### src/rtl/mips_mem_pkg.sv
// Memory-side definitions shared by the store formatter and the load-side extractor:
// size encodings, byte-lane constants, the store entry layout and lane-mapping helpers.
package mips_mem_pkg;

    typedef enum logic [1:0] {
        SZ_BYTE = 2'b00,
        SZ_HALF = 2'b01,
        SZ_WORD = 2'b10,
        SZ_RSVD = 2'b11
    } mem_size_e;

    // Little-endian lanes: lane i is bits [8i+7:8i], selected by addr[1:0] == i.
    localparam logic [3:0] BE_NONE    = 4'b0000;
    localparam logic [3:0] BE_LANE0   = 4'b0001;
    localparam logic [3:0] BE_HALF_LO = 4'b0011;
    localparam logic [3:0] BE_HALF_HI = 4'b1100;
    localparam logic [3:0] BE_WORD    = 4'b1111;

    typedef struct packed {
        logic [31:0] addr;
        logic [31:0] wdata;
        logic [3:0]  be;
    } store_entry_t;

    function automatic logic store_misaligned(input mem_size_e size, input logic [1:0] off);
        logic bad;
        case (size)
            SZ_BYTE: bad = 1'b0;
            SZ_HALF: bad = off[0];
            SZ_WORD: bad = (off != 2'b00);
            default: bad = 1'b1;
        endcase
        return bad;
    endfunction

    function automatic logic [31:0] store_wdata(input mem_size_e size, input logic [31:0] d);
        logic [31:0] w;
        case (size)
            SZ_BYTE: w = {4{d[7:0]}};
            SZ_HALF: w = {2{d[15:0]}};
            default: w = d;
        endcase
        return w;
    endfunction

    function automatic logic [3:0] store_be(input mem_size_e size, input logic [1:0] off);
        logic [3:0] be;
        case (size)
            SZ_BYTE: be = BE_LANE0 << off;
            SZ_HALF: be = off[1] ? BE_HALF_HI : BE_HALF_LO;
            SZ_WORD: be = BE_WORD;
            default: be = BE_NONE;
        endcase
        return be;
    endfunction

endpackage

### src/rtl/sync_fifo.sv
// Generic single-clock FIFO; full/empty derived from the occupancy counter.
// Latency: a push is visible at dout the cycle after the write edge.
// Backpressure: push ignored while full, pop ignored while empty.
module sync_fifo #(
    parameter int WIDTH = 8,
    parameter int DEPTH = 4
) (
    input  logic                       clk,
    input  logic                       rst_n,
    input  logic                       push,
    input  logic [WIDTH-1:0]           din,
    input  logic                       pop,
    output logic [WIDTH-1:0]           dout,
    output logic                       full,
    output logic                       empty,
    output logic [$clog2(DEPTH+1)-1:0] count
);

    localparam int PTR_W = (DEPTH > 1) ? $clog2(DEPTH) : 1;
    localparam int CNT_W = $clog2(DEPTH + 1);

    logic [WIDTH-1:0] mem_q [DEPTH];
    logic [WIDTH-1:0] mem_d [DEPTH];
    logic [PTR_W-1:0] wr_ptr_q, wr_ptr_d;
    logic [PTR_W-1:0] rd_ptr_q, rd_ptr_d;
    logic [CNT_W-1:0] count_q, count_d;
    logic             push_ok;
    logic             pop_ok;

    assign full  = (count_q == CNT_W'(DEPTH));
    assign empty = (count_q == '0);
    assign count = count_q;
    assign dout  = mem_q[rd_ptr_q];

    always_comb begin
        push_ok  = push && !full;
        pop_ok   = pop && !empty;
        mem_d    = mem_q;
        wr_ptr_d = wr_ptr_q;
        rd_ptr_d = rd_ptr_q;
        count_d  = count_q;
        // DEPTH is a power of two, so natural pointer overflow is the wrap.
        if (push_ok) begin
            mem_d[wr_ptr_q] = din;
            wr_ptr_d        = wr_ptr_q + PTR_W'(1);
        end
        if (pop_ok) begin
            rd_ptr_d = rd_ptr_q + PTR_W'(1);
        end
        if (push_ok && !pop_ok) begin
            count_d = count_q + CNT_W'(1);
        end else if (pop_ok && !push_ok) begin
            count_d = count_q - CNT_W'(1);
        end
    end

    always_ff @(posedge clk or negedge rst_n) begin
        if (!rst_n) begin
            wr_ptr_q <= '0;
            rd_ptr_q <= '0;
            count_q  <= '0;
        end else begin
            wr_ptr_q <= wr_ptr_d;
            rd_ptr_q <= rd_ptr_d;
            count_q  <= count_d;
        end
    end

    // Storage needs no reset: entries are only observed once counted as occupied.
    always_ff @(posedge clk) begin
        mem_q <= mem_d;
    end

endmodule

### src/rtl/store_formatter.sv
// Narrows sb/sh/sw requests to lane-replicated data + byte enables and queues them for memory.
// Latency: 1 cycle from accept to mem_valid (no bypass); misalign pulses the cycle after accept.
// Backpressure: req_ready = !full (no ready-from-pop path); mem side is valid/ready.
module store_formatter
    import mips_mem_pkg::*;
#(
    parameter int DEPTH  = 4,
    parameter int ADDR_W = 32
) (
    input  logic                       clk,
    input  logic                       rst_n,
    input  logic                       req_valid,
    output logic                       req_ready,
    input  logic [1:0]                 req_size,
    input  logic [ADDR_W-1:0]          req_addr,
    input  logic [31:0]                req_data,
    output logic                       misalign,
    output logic                       mem_valid,
    input  logic                       mem_ready,
    output logic [ADDR_W-1:0]          mem_addr,
    output logic [31:0]                mem_wdata,
    output logic [3:0]                 mem_be,
    output logic [$clog2(DEPTH+1)-1:0] count
);

    localparam int ENT_W = ADDR_W + 32 + 4;

    mem_size_e         size;
    logic              accept;
    logic              bad;
    logic              push;
    logic              pop;
    logic              full;
    logic              empty;
    logic [31:0]       fmt_wdata;
    logic [3:0]        fmt_be;
    logic [ADDR_W-1:0] fmt_addr;
    logic [ENT_W-1:0]  push_ent;
    logic [ENT_W-1:0]  head_ent;
    logic [3:0]        head_be;
    logic              misalign_q, misalign_d;

    always_comb begin
        size      = mem_size_e'(req_size);
        accept    = req_valid && req_ready;
        bad       = store_misaligned(size, req_addr[1:0]);
        push      = accept && !bad;
        fmt_wdata = store_wdata(size, req_data);
        fmt_be    = store_be(size, req_addr[1:0]);
        fmt_addr  = {req_addr[ADDR_W-1:2], 2'b00};
        push_ent  = {fmt_addr, fmt_wdata, fmt_be};
        // A rejected request still completes its handshake; it only raises the pulse.
        misalign_d = accept && bad;
        pop        = mem_valid && mem_ready;
    end

    always_ff @(posedge clk or negedge rst_n) begin
        if (!rst_n) begin
            misalign_q <= 1'b0;
        end else begin
            misalign_q <= misalign_d;
        end
    end

    sync_fifo #(
        .WIDTH (ENT_W),
        .DEPTH (DEPTH)
    ) u_fifo (
        .clk   (clk),
        .rst_n (rst_n),
        .push  (push),
        .din   (push_ent),
        .pop   (pop),
        .dout  (head_ent),
        .full  (full),
        .empty (empty),
        .count (count)
    );

    assign req_ready = !full;
    assign misalign  = misalign_q;
    assign mem_valid = !empty;
    assign {mem_addr, mem_wdata, head_be} = head_ent;
    // Stale storage may sit at the head when empty; never let it enable a lane.
    assign mem_be = mem_valid ? head_be : BE_NONE;

endmodule

### config.mk
export PLATFORM = sky130hd
export DESIGN_NAME = store_formatter
export DESIGN_NICKNAME = d
export VERILOG_FILES = /design/src/rtl/mips_mem_pkg.sv /design/src/rtl/sync_fifo.sv /design/src/rtl/store_formatter.sv
export SDC_FILE = /design/constraint.sdc
export NUM_CORES = 1
export LEC_CHECK = 0
export ABC_AREA = 0
export ABC_CLOCK_PERIOD_IN_PS = 5600
export BUFFER_PORTS_ARGS = -buffer_cell sky130_fd_sc_hd__buf_2
export CORE_MARGIN = 2
export CORE_UTILIZATION = 25
export DETAILED_ROUTE_END_ITERATION = 16
export PLACE_DENSITY_LB_ADDON = 0.1
export SLEW_MARGIN = 20
export SYNTH_ARGS = -nofsm -noshare
export SYNTH_HDL_FRONTEND = slang
export SYNTH_SLANG_ARGS = --single-unit
### constraint.sdc
create_clock -name clk -period 5.6 [get_ports clk]
set_clock_uncertainty 0.2 [all_clocks]
set_input_delay 0.28 -clock clk [delete_from_list [all_inputs] [get_ports clk]]
set_output_delay 0.28 -clock clk [all_outputs]
set_load 0.01 [all_outputs]
# Word level (Yosys, flattened, before mapping)
# Index checks and enable logic that the tools add are counted.
[word_totals]
register_bits = 280
latchBits = 0
mem_bits_rw = 0
mem_bits_ro = 0
inputBits = 70
output_inout_bits = 74
word_cells = 52
memories = 0
[op_classes]
addsub = 4
multipliers = 0
div_mod_pow = 0
magnitude_cmp = 3
n_eq_ne = 3
shifts = 1
mux = 13
n_bitwise = 2
reduce_logical = 18
[ops]
columns = ["cell", "count"]
rows = [
  ["272-bit bitwise mux", 1],
  ["68-bit 2-to-1 mux", 3],
  ["68-bit binary-select mux with 2-bit select", 1],
  ["68-bit demux with 2-bit select", 1],
  ["32-bit case mux with 2 select lines", 1],
  ["4-bit case mux with 3 select lines", 1],
  ["1-bit logical AND", 9],
  ["4-bit 2-to-1 mux", 2],
  ["3-bit >= comparator, second input constant", 2],
  ["3-bit 2-to-1 mux", 2],
  ["2-bit NOT with 3-bit output", 2],
  ["1-bit zero test", 5],
  ["2-bit by 1-bit adder with 2-bit output, second input constant", 2],
  ["2-bit nonzero test", 2],
  ["1-bit by 2-bit << shifter with 4-bit output, first input constant", 1],
  ["3-bit by 1-bit adder with 3-bit output, second input constant", 1],
  ["3-bit == test, second input constant", 1],
  ["3-bit zero test", 1],
  ["3-bit by 1-bit less-than comparator with 1-bit output, second input constant", 1],
  ["1-bit case mux with 3 select lines", 1],
  ["3-bit by 1-bit subtractor with 3-bit output, second input constant", 1],
  ["2-bit by 1-bit == test with 1-bit output, second input constant", 1],
  ["2-bit == test, second input constant", 1],
  ["2-bit zero test", 1],
]

# Depth between registers and ports, before layout
[depth]
depth_word = 9
mapped_depth = 9
ltp_nobuf = 8

# Hierarchy
# From an unflattened synthesis, not the netlist that was laid out.
[unflattened]
cells_unflattened = 463
hier_area_um2 = 10954.3
[by_module_without_submodules]
columns = ["module", "n_inst", "cells_each", "area_each_um2", "seq_area_each_um2"]
rows = [
  ["sync_fifo", 1, 392, 10312.4, 8343.0],
  ["store_formatter", 1, 71, 641.9, 25.0],
]

# Worst setup path after synthesis
# Ideal clock, no wire load.
[synth_timing]
path_type = "input -> register"
from = "input req_size[0]"
to = "register u_fifo.mem_q[0] (netlist bit) (enable)"
setup_ps = 431
arrival_ps = 2530
required_ps = 4969
slack_ps = 2439
path_stages = 4
n_path_buf = 1
path_cell_list = "buf_4 nor3_1 o211a_2 and2_1"
[synth_between]
elab_chain_len = 5
word_cells_on_any_way = 7
classes_between = "2 x eq/ne; 1 x mux; 4 x reduce/logical"
[synth_rtl]
columns = ["item", "line_no", "rtl"]
rows = [
  ["start: declaration", "store_formatter.sv:14", "input logic [1:0] req_size,"],
  ["2-bit == test (tied with other cells)", "mips_mem_pkg.sv:27", "case (size)"],
  ["1-bit case mux with 3 select lines (*)", "mips_mem_pkg.sv:27", ""],
  ["1-bit zero test (*)", "store_formatter.sv:47", "push = accept && !bad;"],
  ["1-bit logical AND (*)", "store_formatter.sv:47", ""],
  ["1-bit logical AND (*)", "sync_fifo.sv:36", "push_ok = push && !full;"],
  ["via u_fifo.push_ok", "sync_fifo.sv:27", "logic push_ok;"],
  ["end signal: assignment", "sync_fifo.sv:71", "mem_q <= mem_d;"],
  ["end: declaration", "sync_fifo.sv:22", "logic [WIDTH-1:0] mem_q [DEPTH];"],
]
# The timed path passes the listed nets; every way through them passes the cells marked *.
# A chain may end at the register's enable or synchronous reset.

# Worst setup path after layout
[layout_timing]
from = "register u_fifo.rd_ptr_q[0]"
to = "output mem_wdata[23]"
[layout_between]
elab_chain_len = 4
[layout_rtl]
columns = ["item", "line_no", "rtl"]
rows = [
  ["start: declaration", "sync_fifo.sv:25", "logic [PTR_W-1:0] rd_ptr_q, rd_ptr_d;"],
  ["start signal: assignment", "sync_fifo.sv:64", "rd_ptr_q <= rd_ptr_d;"],
  ["2-bit NOT with 3-bit output (not written as such)", "sync_fifo.sv:33", "assign dout = mem_q[rd_ptr_q];"],
  ["68-bit binary-select mux with 2-bit select", "sync_fifo.sv:33", ""],
  ["68-bit 2-to-1 mux (not written as such) (2 in a row)", "sync_fifo.sv:33", ""],
  ["end: declaration", "store_formatter.sv:21", "output logic [31:0] mem_wdata,"],
]
# Every way passes these cells. The select of a mux whose other input is x is not followed.

==> results_dict.tcl <==
set metrics [dict create \
    outcome "finished clean" \
    stdcell_count 1225 \
    timing.fmax_mhz 310 \
    power-per-cell-area_nw_per_um2 473 \
    finalMaxSlewViolations 0 \
    grt-ovfl-total 0 \
    rsz0062_at_grt "false" \
    drtPass1Iterations 4 \
    ir_worst_vdd_v 0.000220 \
    final_cell_mix "edfxtp_1, buf_2, mux4_2" \
    portBuffers 141 \
    drc_errors 0 \
    avgViaCountPerCell 4.26 \
    timing.rr.end "u_fifo.mem_q[256]$_DFFE_PP_" \
    synth_seq_cells 272 \
    critPathBufInv 2 \
    cpLargestDelayFamily "flip-flops" \
    ys.flop_type "edfxtp_1" \
    die_w_um 208 \
    synth_cell_types 29 \
    grt_first_pass_wirelength_um 37200 \
    setup_tns_ns 0 \
    synth_area_leaders "edfxtp_1, mux4_2, dfrtp_1" \
    antenna_left 0 \
    worstSkewPairLatency_ns 0.55 \
    nets 744 \
    reg2regPathDepth 4 \
    avgSynthCellArea_sq_um 23.3 \
    grtUsageTotal_pct 11.5 \
    min_from "req_addr[0]" \
    coreArea_sq_um 41000 \
    synth_top_area_share_pct 75.9 \
    io_pins 144 \
    synth_edf_count 264 \
    path_clk_slew_ns 0.06 \
    final_layout_size_suffix_gt1_share_pct 40.8 \
    dp.final_hpwl_um 15200 \
    cap_violations 0 \
    slew-limit-headroom_pct 33.9 \
    tightest_slew_ns 0.981 \
    routed_wl_um 25000 \
    grt_pass1_vias 5812 \
    setup_violations 0 \
    hold_path_class "primary input to flop" \
    post-route-period-util_pct 57.6 \
    final_common_cell "edfxtp_1" \
    end_kind "primary output" \
    multi_input_area_sq_um 2170 \
    regArea_sq_um 8140 \
    clock_sinks 272 \
    yosysSeqAreaShare_pct 77.8 \
    cts-buffers-inserted 31 \
    postSynthCellCount 449 \
    critical_path.max_stage_delay_ns 0.86 \
    ctsRootBufferMaster "clkbuf_16" \
    r2r-start "u_fifo.count[2]$_DFFE_PN0P_" \
    cts_setup_buffers 0 \
    path_max_fanout 31 \
    cp_num_cells 3 \
    wire_per_inst_um 20.4 \
    finalCriticalPeriod_ns 3.23 \
    whs_ns 0.0230 \
    setup.worst_path.end "mem_wdata[23]" \
    yosys.area.top_type "edfxtp_1" \
    arrival_ns 2.75 \
    yosys_warnings 0 \
    worst_path_max_delay_cell "dfrtp_4" \
    hold_viol 0 \
    synth_area_sq_um 10400 \
    antenna_found_initial 3 \
    async_reset_ff_share_pct 2.94 \
    syn2layout_area_growth_pct 28.2 \
    worstSetupPathType "flop to primary output" \
    cts_tree "built" \
    startpoint_type "flop" \
    dieArea_sq_um 43400 \
    drt_iter0_markers 207 \
    gp_congestion 0.710 \
    die_h_um 208 \
    clockBufferDepth 3 \
    initial_core_util_pct 25.5 \
    grt_max_degree 44 \
    path_cells "buf_4, mux4_2, buf_2" \
    rows 74 \
    htreeDepth 1 \
    p_leak_nw 4.57 \
    cts_resized 0 \
    fill_cells 3951 \
    vias 5217 \
    crit_required_ns 5.12 \
    reg2reg_slack_ns 2.89 \
    dp_cells 1106 \
    startpoint "u_fifo.rd_ptr_q[0]$_DFFE_PN0P_" \
]
[area by class of cell]
type                            instances  share of cell area [%]
Clock inverter                         20                    1.80
Inverter                                4                   0.112
Timing Repair Buffer                  209                    10.2
Tap cell                              532                    4.97
Antenna cell                            2                  0.0374
Clock buffer                           36                    5.93
Sequential cell                       272                    60.7
Multi-Input combinational cell        150                    16.2
[worst min-delay path, stage by stage]
cell and delay (ns):
buf_2 0.13, a21oi_1 0.20, nor3_1 0.11
[routing by layer]
layer  wire (um)  vias up  GRT usage [%]
met5          16        -              0
met4         627        2           3.08
met3        1450       40           2.94
met2       11800      141           18.9
met1       11200     2723           15.2
li1            -     2311              -
[state kept, by name, indices dropped and copies added, names as in the netlist]
signal	flops
u_fifo.mem_q	264
u_fifo.count	3
u_fifo.rd_ptr_q	2
u_fifo.wr_ptr_q	2
misalign	1
[worst min path at each step]
stage	endpoint	cells past startpoint	slack, ns
2_1_floorplan	misalign$_DFF_PN0_	0	-0.22
3_3_place_gp	u_fifo.count[2]$_DFFE_PN0P_	1	-0.06
3_5_place_dp	u_fifo.count[2]$_DFFE_PN0P_	1	-0.05
4_1_cts	misalign$_DFF_PN0_	3	0.002
5_1_grt	misalign$_DFF_PN0_	3	0.03
6_report	misalign$_DFF_PN0_	3	0.02
[synth_stat cells, drive strengths merged (2+ instances only)]
master  count
o21ai      10
clkbuf      5
buf        19
dfrtp       8
nor2        2
and2        8
edfxtp    264
nor3        2
mux2i      10
ha          5
xor2        2
xnor2       4
mux4       66
nand2      10
inv         4
a21oi       5
mux2       18
[repair_timing]
action / in CTS / in global routing
hold buffers: 61 / 0
hold endpoints to repair: 240 / 0
setup endpoints to repair: 0 / 0
[power by group]
part / switching, mW / total [mW] / internal, mW
clock: 0.777 / 2.06 / 1.28
combinational: 0.816 / 1.60 / 0.789
sequential: 0.199 / 2.68 / 2.48
[metrics by stage]
step                      util [%]  total power, mW  area (sq um)  setup slack (ns)
after floorplan                  -             3.70         10400              2.44
after global placement        28.6             4.36         11700              2.55
after detailed placement      28.6             4.38         11700              2.53
after CTS                     32.6             6.50         13400              2.22
after global routing          32.6             6.67         13400              2.14
final                         32.7             6.34         13400              2.37
[kinds of logic (layout without fill, tap and decap cells)]
kind of cell | after synthesis | after routing | synth area share, %
buf+inv | 28 | 269 | 1.57
simple gates | 26 | 26 | 1.31
fa+ha+maj | 6 | 6 | 0.791
mux | 94 | 94 | 17.2
compound gates | 16 | 16 | 0.815
xor+xnor | 6 | 6 | 0.503
other cells | 1 | 4 | 0.0359
flops | 272 | 272 | 77.8
Note: power is estimated with default switching activity, not from simulation.
